### config.mk
export PLATFORM = sky130hd
export DESIGN_NAME = vga_timing_core
export DESIGN_NICKNAME = d
export VERILOG_FILES = /design/src/rtl/vga_pkg.sv /design/src/rtl/vga_axis_counter.sv /design/src/rtl/vga_timing_core.sv
export SDC_FILE = /design/constraint.sdc
export NUM_CORES = 1
export LEC_CHECK = 0
export ABC_AREA = 0
export CAP_MARGIN = 20
export CORE_MARGIN = 2
export CORE_UTILIZATION = 40
export DETAILED_ROUTE_END_ITERATION = 12
export PLACE_DENSITY = 0.74
export SLEW_MARGIN = 20
export SYNTH_ARGS = -nofsm -noshare
export SYNTH_HDL_FRONTEND = slang
export SYNTH_SLANG_ARGS = --single-unit
### constraint.sdc
create_clock -name clk -period 12.7 [get_ports clk]
set_input_delay 1.27 -clock clk [delete_from_list [all_inputs] [get_ports clk]]
set_output_delay 1.27 -clock clk [all_outputs]
set_load 0.1 [all_outputs]
### src/rtl/vga_pkg.sv
// Shared VGA definitions: pattern mode encodings and 640x480@60 timing defaults.
package vga_pkg;

    typedef enum logic [1:0] {
        MODE_SOLID = 2'd0,
        MODE_BARS  = 2'd1,
        MODE_CHECK = 2'd2,
        MODE_GRAD  = 2'd3
    } vga_mode_e;

    localparam int VGA_CLK_DIV  = 4;
    localparam int VGA_H_ACTIVE = 640;
    localparam int VGA_H_FP     = 16;
    localparam int VGA_H_SYNC   = 96;
    localparam int VGA_H_BP     = 48;
    localparam int VGA_V_ACTIVE = 480;
    localparam int VGA_V_FP     = 10;
    localparam int VGA_V_SYNC   = 2;
    localparam int VGA_V_BP     = 33;

    function automatic int axis_total(input int active, input int fp, input int sync, input int bp);
        return active + fp + sync + bp;
    endfunction

endpackage

### src/rtl/vga_axis_counter.sv
// One timing axis: wrapping position counter with active-area and sync decode.
module vga_axis_counter
    import vga_pkg::*;
#(
    parameter int ACTIVE = VGA_H_ACTIVE,
    parameter int FP     = VGA_H_FP,
    parameter int SYNC   = VGA_H_SYNC,
    parameter int BP     = VGA_H_BP,
    parameter bit POL    = 1'b0,
    parameter int CNT_W  = 16
) (
    input  logic             clk,
    input  logic             rst,
    input  logic             en,
    output logic [CNT_W-1:0] count,
    output logic             wrap,
    output logic             active,
    output logic             sync
);

    localparam int               TOTAL      = axis_total(ACTIVE, FP, SYNC, BP);
    localparam logic [CNT_W-1:0] LAST       = CNT_W'(TOTAL - 1);
    localparam logic [CNT_W-1:0] ACT_END    = CNT_W'(ACTIVE);
    localparam logic [CNT_W-1:0] SYNC_START = CNT_W'(ACTIVE + FP);
    localparam logic [CNT_W-1:0] SYNC_END   = CNT_W'(ACTIVE + FP + SYNC);

    logic [CNT_W-1:0] count_reg;
    logic             in_sync;

    always_ff @(posedge clk) begin
        if (rst) begin
            count_reg <= '0;
        end else if (en) begin
            count_reg <= wrap ? '0 : count_reg + CNT_W'(1);
        end
    end

    // wrap is the terminal-count flag; the caller qualifies it with its own enable
    assign wrap    = (count_reg == LAST);
    assign active  = (count_reg < ACT_END);
    assign in_sync = (count_reg >= SYNC_START) && (count_reg < SYNC_END);
    assign sync    = in_sync ? POL : ~POL;
    assign count   = count_reg;

endmodule

### src/rtl/vga_timing_core.sv
// VGA raster timing generator with built-in test patterns; all outputs are
// registered on the pixel strobe, one pixel behind the counters.
module vga_timing_core
    import vga_pkg::*;
#(
    parameter int CLK_DIV  = VGA_CLK_DIV,
    parameter int H_ACTIVE = VGA_H_ACTIVE,
    parameter int H_FP     = VGA_H_FP,
    parameter int H_SYNC   = VGA_H_SYNC,
    parameter int H_BP     = VGA_H_BP,
    parameter int V_ACTIVE = VGA_V_ACTIVE,
    parameter int V_FP     = VGA_V_FP,
    parameter int V_SYNC   = VGA_V_SYNC,
    parameter int V_BP     = VGA_V_BP,
    parameter bit H_POL    = 1'b0,
    parameter bit V_POL    = 1'b0,
    parameter int COLOR_W  = 4,
    parameter int CNT_W    = 16
) (
    input  logic                 clk,
    input  logic                 rst,
    input  logic [1:0]           mode,
    input  logic [3*COLOR_W-1:0] fg,
    output logic                 pix_en,
    output logic                 hsync,
    output logic                 vsync,
    output logic                 video,
    output logic [CNT_W-1:0]     x,
    output logic [CNT_W-1:0]     y,
    output logic [COLOR_W-1:0]   red,
    output logic [COLOR_W-1:0]   green,
    output logic [COLOR_W-1:0]   blue,
    output logic                 frame_start
);

    localparam int               DIV_W    = (CLK_DIV > 1) ? $clog2(CLK_DIV) : 1;
    localparam logic [DIV_W-1:0] DIV_LAST = DIV_W'(CLK_DIV - 1);
    localparam int               BAR_W    = H_ACTIVE / 8;

    logic [DIV_W-1:0] div_reg;
    logic             tick;

    assign tick = (div_reg == DIV_LAST);

    always_ff @(posedge clk) begin
        if (rst) begin
            div_reg <= '0;
        end else begin
            div_reg <= tick ? '0 : div_reg + DIV_W'(1);
        end
    end

    logic [CNT_W-1:0] h_count, v_count;
    logic             h_wrap, h_active, h_sync;
    logic             v_wrap, v_active, v_sync;

    vga_axis_counter #(
        .ACTIVE(H_ACTIVE), .FP(H_FP), .SYNC(H_SYNC), .BP(H_BP), .POL(H_POL), .CNT_W(CNT_W)
    ) u_h_axis (
        .clk(clk), .rst(rst), .en(tick),
        .count(h_count), .wrap(h_wrap), .active(h_active), .sync(h_sync)
    );

    vga_axis_counter #(
        .ACTIVE(V_ACTIVE), .FP(V_FP), .SYNC(V_SYNC), .BP(V_BP), .POL(V_POL), .CNT_W(CNT_W)
    ) u_v_axis (
        .clk(clk), .rst(rst), .en(tick & h_wrap),
        .count(v_count), .wrap(v_wrap), .active(v_active), .sync(v_sync)
    );

    logic      at_origin, vis;
    vga_mode_e frame_mode_reg, cur_mode;

    assign at_origin = (h_count == '0) && (v_count == '0);
    assign vis       = h_active & v_active;
    // The origin pixel already uses the mode being latched for the new frame
    assign cur_mode  = at_origin ? vga_mode_e'(mode) : frame_mode_reg;

    always_ff @(posedge clk) begin
        if (rst) begin
            frame_mode_reg <= MODE_SOLID;
        end else if (tick && at_origin) begin
            frame_mode_reg <= vga_mode_e'(mode);
        end
    end

    // Bar index = number of bar boundaries at or left of h; the remainder lands in bar 7
    logic [6:0] bar_ge;
    logic [2:0] bar_idx, bar_code;

    for (genvar gi = 1; gi < 8; gi++) begin : g_bar_edge
        assign bar_ge[gi-1] = (h_count >= CNT_W'(gi * BAR_W));
    end

    assign bar_idx  = 3'($countones(bar_ge));
    assign bar_code = 3'd7 - bar_idx;

    logic [COLOR_W-1:0] red_next, green_next, blue_next;

    always_comb begin
        red_next   = '0;
        green_next = '0;
        blue_next  = '0;
        if (vis) begin
            case (cur_mode)
                MODE_SOLID: {red_next, green_next, blue_next} = fg;
                MODE_BARS: begin
                    red_next   = {COLOR_W{bar_code[2]}};
                    green_next = {COLOR_W{bar_code[1]}};
                    blue_next  = {COLOR_W{bar_code[0]}};
                end
                MODE_CHECK: begin
                    if (!(h_count[5] ^ v_count[5])) begin
                        {red_next, green_next, blue_next} = fg;
                    end
                end
                MODE_GRAD: begin
                    red_next   = COLOR_W'(h_count >> 3);
                    green_next = COLOR_W'(v_count >> 3);
                end
                default: ;
            endcase
        end
    end

    logic               pix_en_reg, frame_start_reg, video_reg, hsync_reg, vsync_reg;
    logic [CNT_W-1:0]   x_reg, y_reg;
    logic [COLOR_W-1:0] red_reg, green_reg, blue_reg;

    always_ff @(posedge clk) begin
        if (rst) begin
            pix_en_reg      <= 1'b0;
            frame_start_reg <= 1'b0;
            video_reg       <= 1'b0;
            hsync_reg       <= ~H_POL;
            vsync_reg       <= ~V_POL;
            x_reg           <= '0;
            y_reg           <= '0;
            red_reg         <= '0;
            green_reg       <= '0;
            blue_reg        <= '0;
        end else begin
            pix_en_reg      <= tick;
            frame_start_reg <= tick & at_origin;
            if (tick) begin
                video_reg <= vis;
                hsync_reg <= h_sync;
                vsync_reg <= v_sync;
                x_reg     <= vis ? h_count : '0;
                y_reg     <= vis ? v_count : '0;
                red_reg   <= red_next;
                green_reg <= green_next;
                blue_reg  <= blue_next;
            end
        end
    end

    assign pix_en      = pix_en_reg;
    assign frame_start = frame_start_reg;
    assign video       = video_reg;
    assign hsync       = hsync_reg;
    assign vsync       = vsync_reg;
    assign x           = x_reg;
    assign y           = y_reg;
    assign red         = red_reg;
    assign green       = green_reg;
    assign blue        = blue_reg;

endmodule

==> results of run 1 <==
per-stage QoR:
stage               utilization (%)  total power (uW)  cells
floorplan                         -               320    467
global placement               48.2               335    637
detailed placement             48.2               336    637
CTS                            49.9               507    653
global route                   49.9               522    653
finish                         49.9               503    653
layout make-up:
cell class	instances	area, um2	share of cell area, %
flip-flops and latches	85	1700	34.9
clock inverters	1	5.00	0.103
clock buffers	15	166	3.41
inverters	11	41.3	0.846
well taps	133	166	3.41
repair buffers	66	656	13.4
multi-input cells	342	2140	43.9
cells by family after synthesis:
family	after synthesis
xor+xnor	29
flops	85
mux	2
fa+ha+maj	11
buf+inv	40
compound gates	90
simple gates	210
how the worst max path moves through the flow:
stage / to / slack, ns / cells past startpoint
finish: green[3] / 8.23 / 15
global route: green[0] / 7.85 / 15
CTS: green[3] / 8.26 / 15
detailed placement: green[3] / 8.27 / 15
global placement: red[0] / 8.50 / 15
floorplan: green[0] / 8.73 / 15
critical path, delay by kind of cell (launching register included):
family          cells  cell delay, ns
simple gates        6            1.76
fa+ha+maj           4            1.47
compound gates      5            0.73
flops               1            0.37
layout by cell type, fill, tap and decap left out, drive strengths merged, types with 2 or more instances in the layout:
cell type and n:
dfxtp 85, clkdlybuf4s50 64, nand2 59, nor2 46, a21oi 30, xor2 23, nand3 17, and2 17
o21ai 16, clkbuf 15, a22o 14, o211ai 14, nor4 14, inv 11, nand4 11, ha 8
nand2b 7, or2 6, nor3 6, and3 6, nor2b 6, xnor2 6, a21o 5, or3 4
fa 3, nor4b 2, and4 2, nand3b 2, or4 2, a21boi 2, buf 2, nand4b 2
report_power, final:
group | internal (uW) | switching (uW) | total, uW
combinational | 16.7 | 40.7 | 57.4
clock | 81.9 | 91.1 | 173
sequential | 270 | 2.39 | 273
metal layers:
layer / routed length, um / up-vias / global-route usage [%]
li1: - / 1717 / -
met2: 4820 / 94 / 30.9
met3: 463 / 17 / 3.95
met5: 0 / - / 0
met4: 187 / 0 / 7.72
met1: 4410 / 1614 / 22.6
==> metrics.txt, run 1 <==
Final period util 35.2%; Port Buffers 64; post-place instance area between 4000 and 5000 um2; post-synth net total 494; HP Class flop to flop; final hold vios 0; slowest CP cell nor4_1; CTS buffer count 9; FF-to-FF End green[3]; Top FF cell, synth dfxtp_1; Max VDD drop 0.0373 mV; CP arrival 4.70 ns; Reg2Reg Depth 15; Cell Area, Synth 4020 um2; startpoint types flop; final instance area 4880 um2; die area 10900 um2; Crit. Startpoint u_h_axis.count[10]; proportion of synthesized area in mux cells 0.530%; crit-path cells nor4_4 > nand2_1 > or2_2 > nor2_1 > nand2_1 > fa_1 > ha_1 > fa_1 > ha_1 > a21oi_1 > a31o_2 > nor4_1 > a21oi_1 > o211ai_1 > o211ai_1; FF-to-FF setup slack 8.23 ns; Detail Route Antenna Nets 0; critical path class flop to flop; fmax ~0.22 GHz; Syn Inst Count 467; H-tree Lvls 3; async set-reset flop share out of synthesis 0%; main combinational cell family by area after synthesis simple AND/OR/NAND/NOR gates; Yosys Warn Count 0; HPWL Detailed 7.16 mm; num rows 36; fraction of layout cells with a size suffix above 1 5.96%; Initial Util 41.1%; commonest cells in the netlist dfxtp_1, nand2_1, nor2_1; dominant cell type by area after synthesis dfxtp_1; DRC Markers 0; DRT iter0 DRCs 120; cts hold-fix bufs 0; pwr/cell area 103 nW/um2; final period demand of the worst path 4.47 ns; synthesis-to-finish area growth 21.6%; TritonCTS sink count 85; initial antenna violation count 0; outcome completed; vias in the first global route 3302; Post-Synth XOR/XNOR Area 6.33%; # IOs 65; GRT Util Overall 18.3%; # fillers 954; Adder-Cell Fraction of Synth Area around 4%; critical path data required time 12.94 ns; synthesized flop and latch total 85; Setup TNS 0 ns; Final Slew Violations 0; vias per cell roughly 5.3; ranking of synthesized cells by area dfxtp_1, nand2_1, xor2_1, nor2_1, a21oi_1; Min-Delay Endpoint div_reg[0]; most numerous cell in the Yosys netlist dfxtp_1; sequential area share after synthesis 42.4%; clk buf depth 2; simple-gate area share of the yosys netlist a little over a quarter; Crit Path Max Fanout 6; Final WS setup 8.23 ns; # nets final 542; skew final around 0.011 ns; Total Routed Length 9.88 mm; Root Driver clkbuf_8; Die Ht 104 um; max cap viols 0; Critical R2R Launch u_h_axis.count[10]; CTS tree built; core area 9770 um2; Synth Area in Compound Gates 15.0%; RSZ-0062 raised after global routing no; Post-CTS Setup Inserts 0; die width 104 um; CP endpoint kind flop; vias after detailed routing between 3000 and 4000; drt pass-1 iters 4; first-pass GRT wire length ~16 mm; Slew @ Worst Pin 0.999 ns; Clock Latency Late Sink roughly 0.36 ns; Final Wtd Congestion roughly 0.9; post-cts gate resize count 0; Syn Area/Cell 8.60 um2; clock-pin slew on the worst setup and hold paths around 0.080 ns; grt total ovfl 0; Synth top area share 42.4%; Hold Path Stages 1; Place WS ~8.3 ns; # setup viols final 0; Synth cell types 50; hold wc startpoint div_reg[0]; Leakage 0.00190 uW; worst hold slack around 0.43 ns; largest net degree at the start of global routing 28; slowest stage delay, CP 0.51 ns; Post-synth EDFFs 0; Max transition margin 33.2%; ant diodes 0; DR WL/cell 15.1 um
Power figures use the tool's default switching activity.
==> run 2: changes to the inputs <==
- PLACE_DENSITY: 0.74 -> 0.76
- clock period: 12.7 -> 3.6 ns (I/O delays scaled with it)
==> run 2 against run 1 <==
  * The flow now finishes with violations (setup timing)
  * Clock-buffer cell count down 5
  * Critical path depth unchanged
  * Final area up 5.8%
  * Combinational power rose to 3.7 times the previous value
  * Fmax up 21%
  * Clock power rose to 4.5 times the previous value
  * Global-route usage up 1.1 points
  * Core utilization up 2.9 points
  * Sequential cell count unchanged
  * Routed wire length up 4.1%
  * Sequential share of layout area down 1.9 points
==> metrics.txt, run 2 (same netlist as run 1, synthesis figures left out) <==
synthesis-to-finish area growth 28.6%; core area 9770 um2 (unchanged); final period demand of the worst path 3.69 ns (-0.780 ns); most frequent cells in the layout dfxtp_1, clkdlybuf4s50_1, nand2_1; critical path class flop to flop; CTS buffer count 9 (unchanged); # setup viols final 7 (+7); Final Wtd Congestion 0.912 (-0.21%); CP arrival 3.93 ns (-0.77 ns); die area 10900 um2 (unchanged); Final WS setup -0.0861 ns (-8.32 ns); # IOs 65 (unchanged); outcome finished with violations; pwr/cell area 377 nW/um2 (+270%); # nets final 565 (+4.2%); max cap viols 0 (unchanged); Port Buffers 64 (unchanged); Final period util 102% (+67 points); total power 1940 uW (+290%); DR WL/cell 15.2 um (+0.53%); TritonCTS sink count 85 (unchanged); DRC Markers 0 (unchanged); Final Slew Violations 0 (unchanged); RSZ-0062 raised after global routing yes; first-pass GRT wire length 17.3 mm (+7.6%); CTS tree built; vias after detailed routing 3647 (+6.0%); grt total ovfl 0 (unchanged); Total Routed Length 10.3 mm (+4.1%); most common cell after layout, fill and taps aside dfxtp_1; Crit Path Max Fanout 4 (-2); Die Ht 104 um (unchanged); worst hold slack 0.437 ns (+0.00753 ns); Initial Util 41.1% (unchanged); Detail Route Antenna Nets 0 (unchanged); die width 104 um (unchanged); Leakage 0.00204 uW (+7.6%); HPWL Detailed 7.41 mm (+3.6%); Slew @ Worst Pin 0.990 ns (-0.00933 ns); slowest stage delay, CP 0.44 ns (-0.07 ns); Max transition margin 33.8% (+0.62 points); Max VDD drop 0.227 mV (+510%); skew final 0.00802 ns (-0.00267 ns); slowest CP cell fa_1; initial antenna violation count 0 (unchanged); vias per cell 5.39 (+2.4%); cts hold-fix bufs 0 (unchanged); startpoint types flop; num rows 36 (unchanged); CP endpoint kind flop; clock-pin slew on the worst setup and hold paths 0.09 ns (about the same); H-tree Lvls 3 (unchanged); clk buf depth 2 (unchanged); largest net degree at the start of global routing 42 (+50%); HP Class flop to flop; Root Driver clkbuf_8; ant diodes 0 (unchanged); vias in the first global route 3609 (+9.3%); critical path data required time 3.84 ns (-9.10 ns); GRT Util Overall 19.4% (+1.1 points); Clock Latency Late Sink 0.36 ns (about the same); fraction of layout cells with a size suffix above 1 12.3% (+6.4 points); failing checks setup timing; fmax 0.271 GHz (+21%); drt pass-1 iters 5 (+1); DRT iter0 DRCs 260 (+120%); crit-path cells nor4_4 > nand2_2 > or2_4 > a21oi_1 > fa_1 > inv_1 > ha_2 > fa_1 > ha_1 > a21oi_2 > a31o_2 > nor4_4 > a21oi_1 > o211ai_1 > o211ai_1; final hold vios 0 (unchanged)
## run 2: worst paths after layout
path / startpoint / to / slack (ns) / cells past startpoint
max reg2reg: u_h_axis.count[13] / green[3] / -0.09 / 15
min: div_reg[0] / div_reg[0] / 0.44 / 1
min reg2reg: div_reg[0] / div_reg[0] / 0.44 / 1
max: u_h_axis.count[13] / green[3] / -0.09 / 15
## run 2: area by class of cell
class / count / area, um2
Fill cell: 870 / 4610
Multi-Input combinational cell: 342 / 2190
Sequential cell: 85 / 1700
Timing Repair Buffer: 89 / 828
Tap cell: 133 / 166
Clock buffer: 10 / 138
Clock inverter: 6 / 92.6
Inverter: 11 / 41.3
## run 2: where the power goes
part           internal, uW  switching [uW]  total, uW
combinational          64.0             147        211
clock                   414             357        771
sequential              953            8.93        962
total                  1430             513       1940
## run 2: timing repair
| item | in CTS | in global routing |
|---|---|---|
| setup buffers | 1 | 1 |
| pin swaps | 2 | 3 |
| setup endpoints to repair | 8 | 8 |
| gates resized for setup | 2 | 1 |
## run 2: critical path, delay by kind of cell (launching register included)
family                   cells  cell delay (ns)
adder cells (fa/ha/maj)      4             1.37
buffers and inverters        1             0.07
AO/OA/AOI/OAI                6             0.92
AND/OR/NAND/NOR              4             0.87
flip-flops                   1             0.34
## run 2: metal layers
layer / GRT usage, % / vias to the layer above / routed length [um]
met5: 0 / - / 0
met4: 6.85 / 0 / 251
met3: 5.26 / 23 / 557
met2: 32.8 / 126 / 4910
met1: 23.7 / 1732 / 4560
li1: - / 1766 / -
## run 2: per-stage QoR
step	instances	setup TNS (ns)	utilization (%)	setup slack, ns	area [um2]
floorplan	467	-0.166	-	-0.0301	4060
global placement	658	0	50.2	0.0362	4910
detailed placement	658	-0.308	50.2	-0.0469	4910
CTS	675	-0.189	52.7	-0.0614	5150
global route	676	-2.19	52.8	-0.303	5160
finish	676	-0.427	52.8	-0.0861	5160
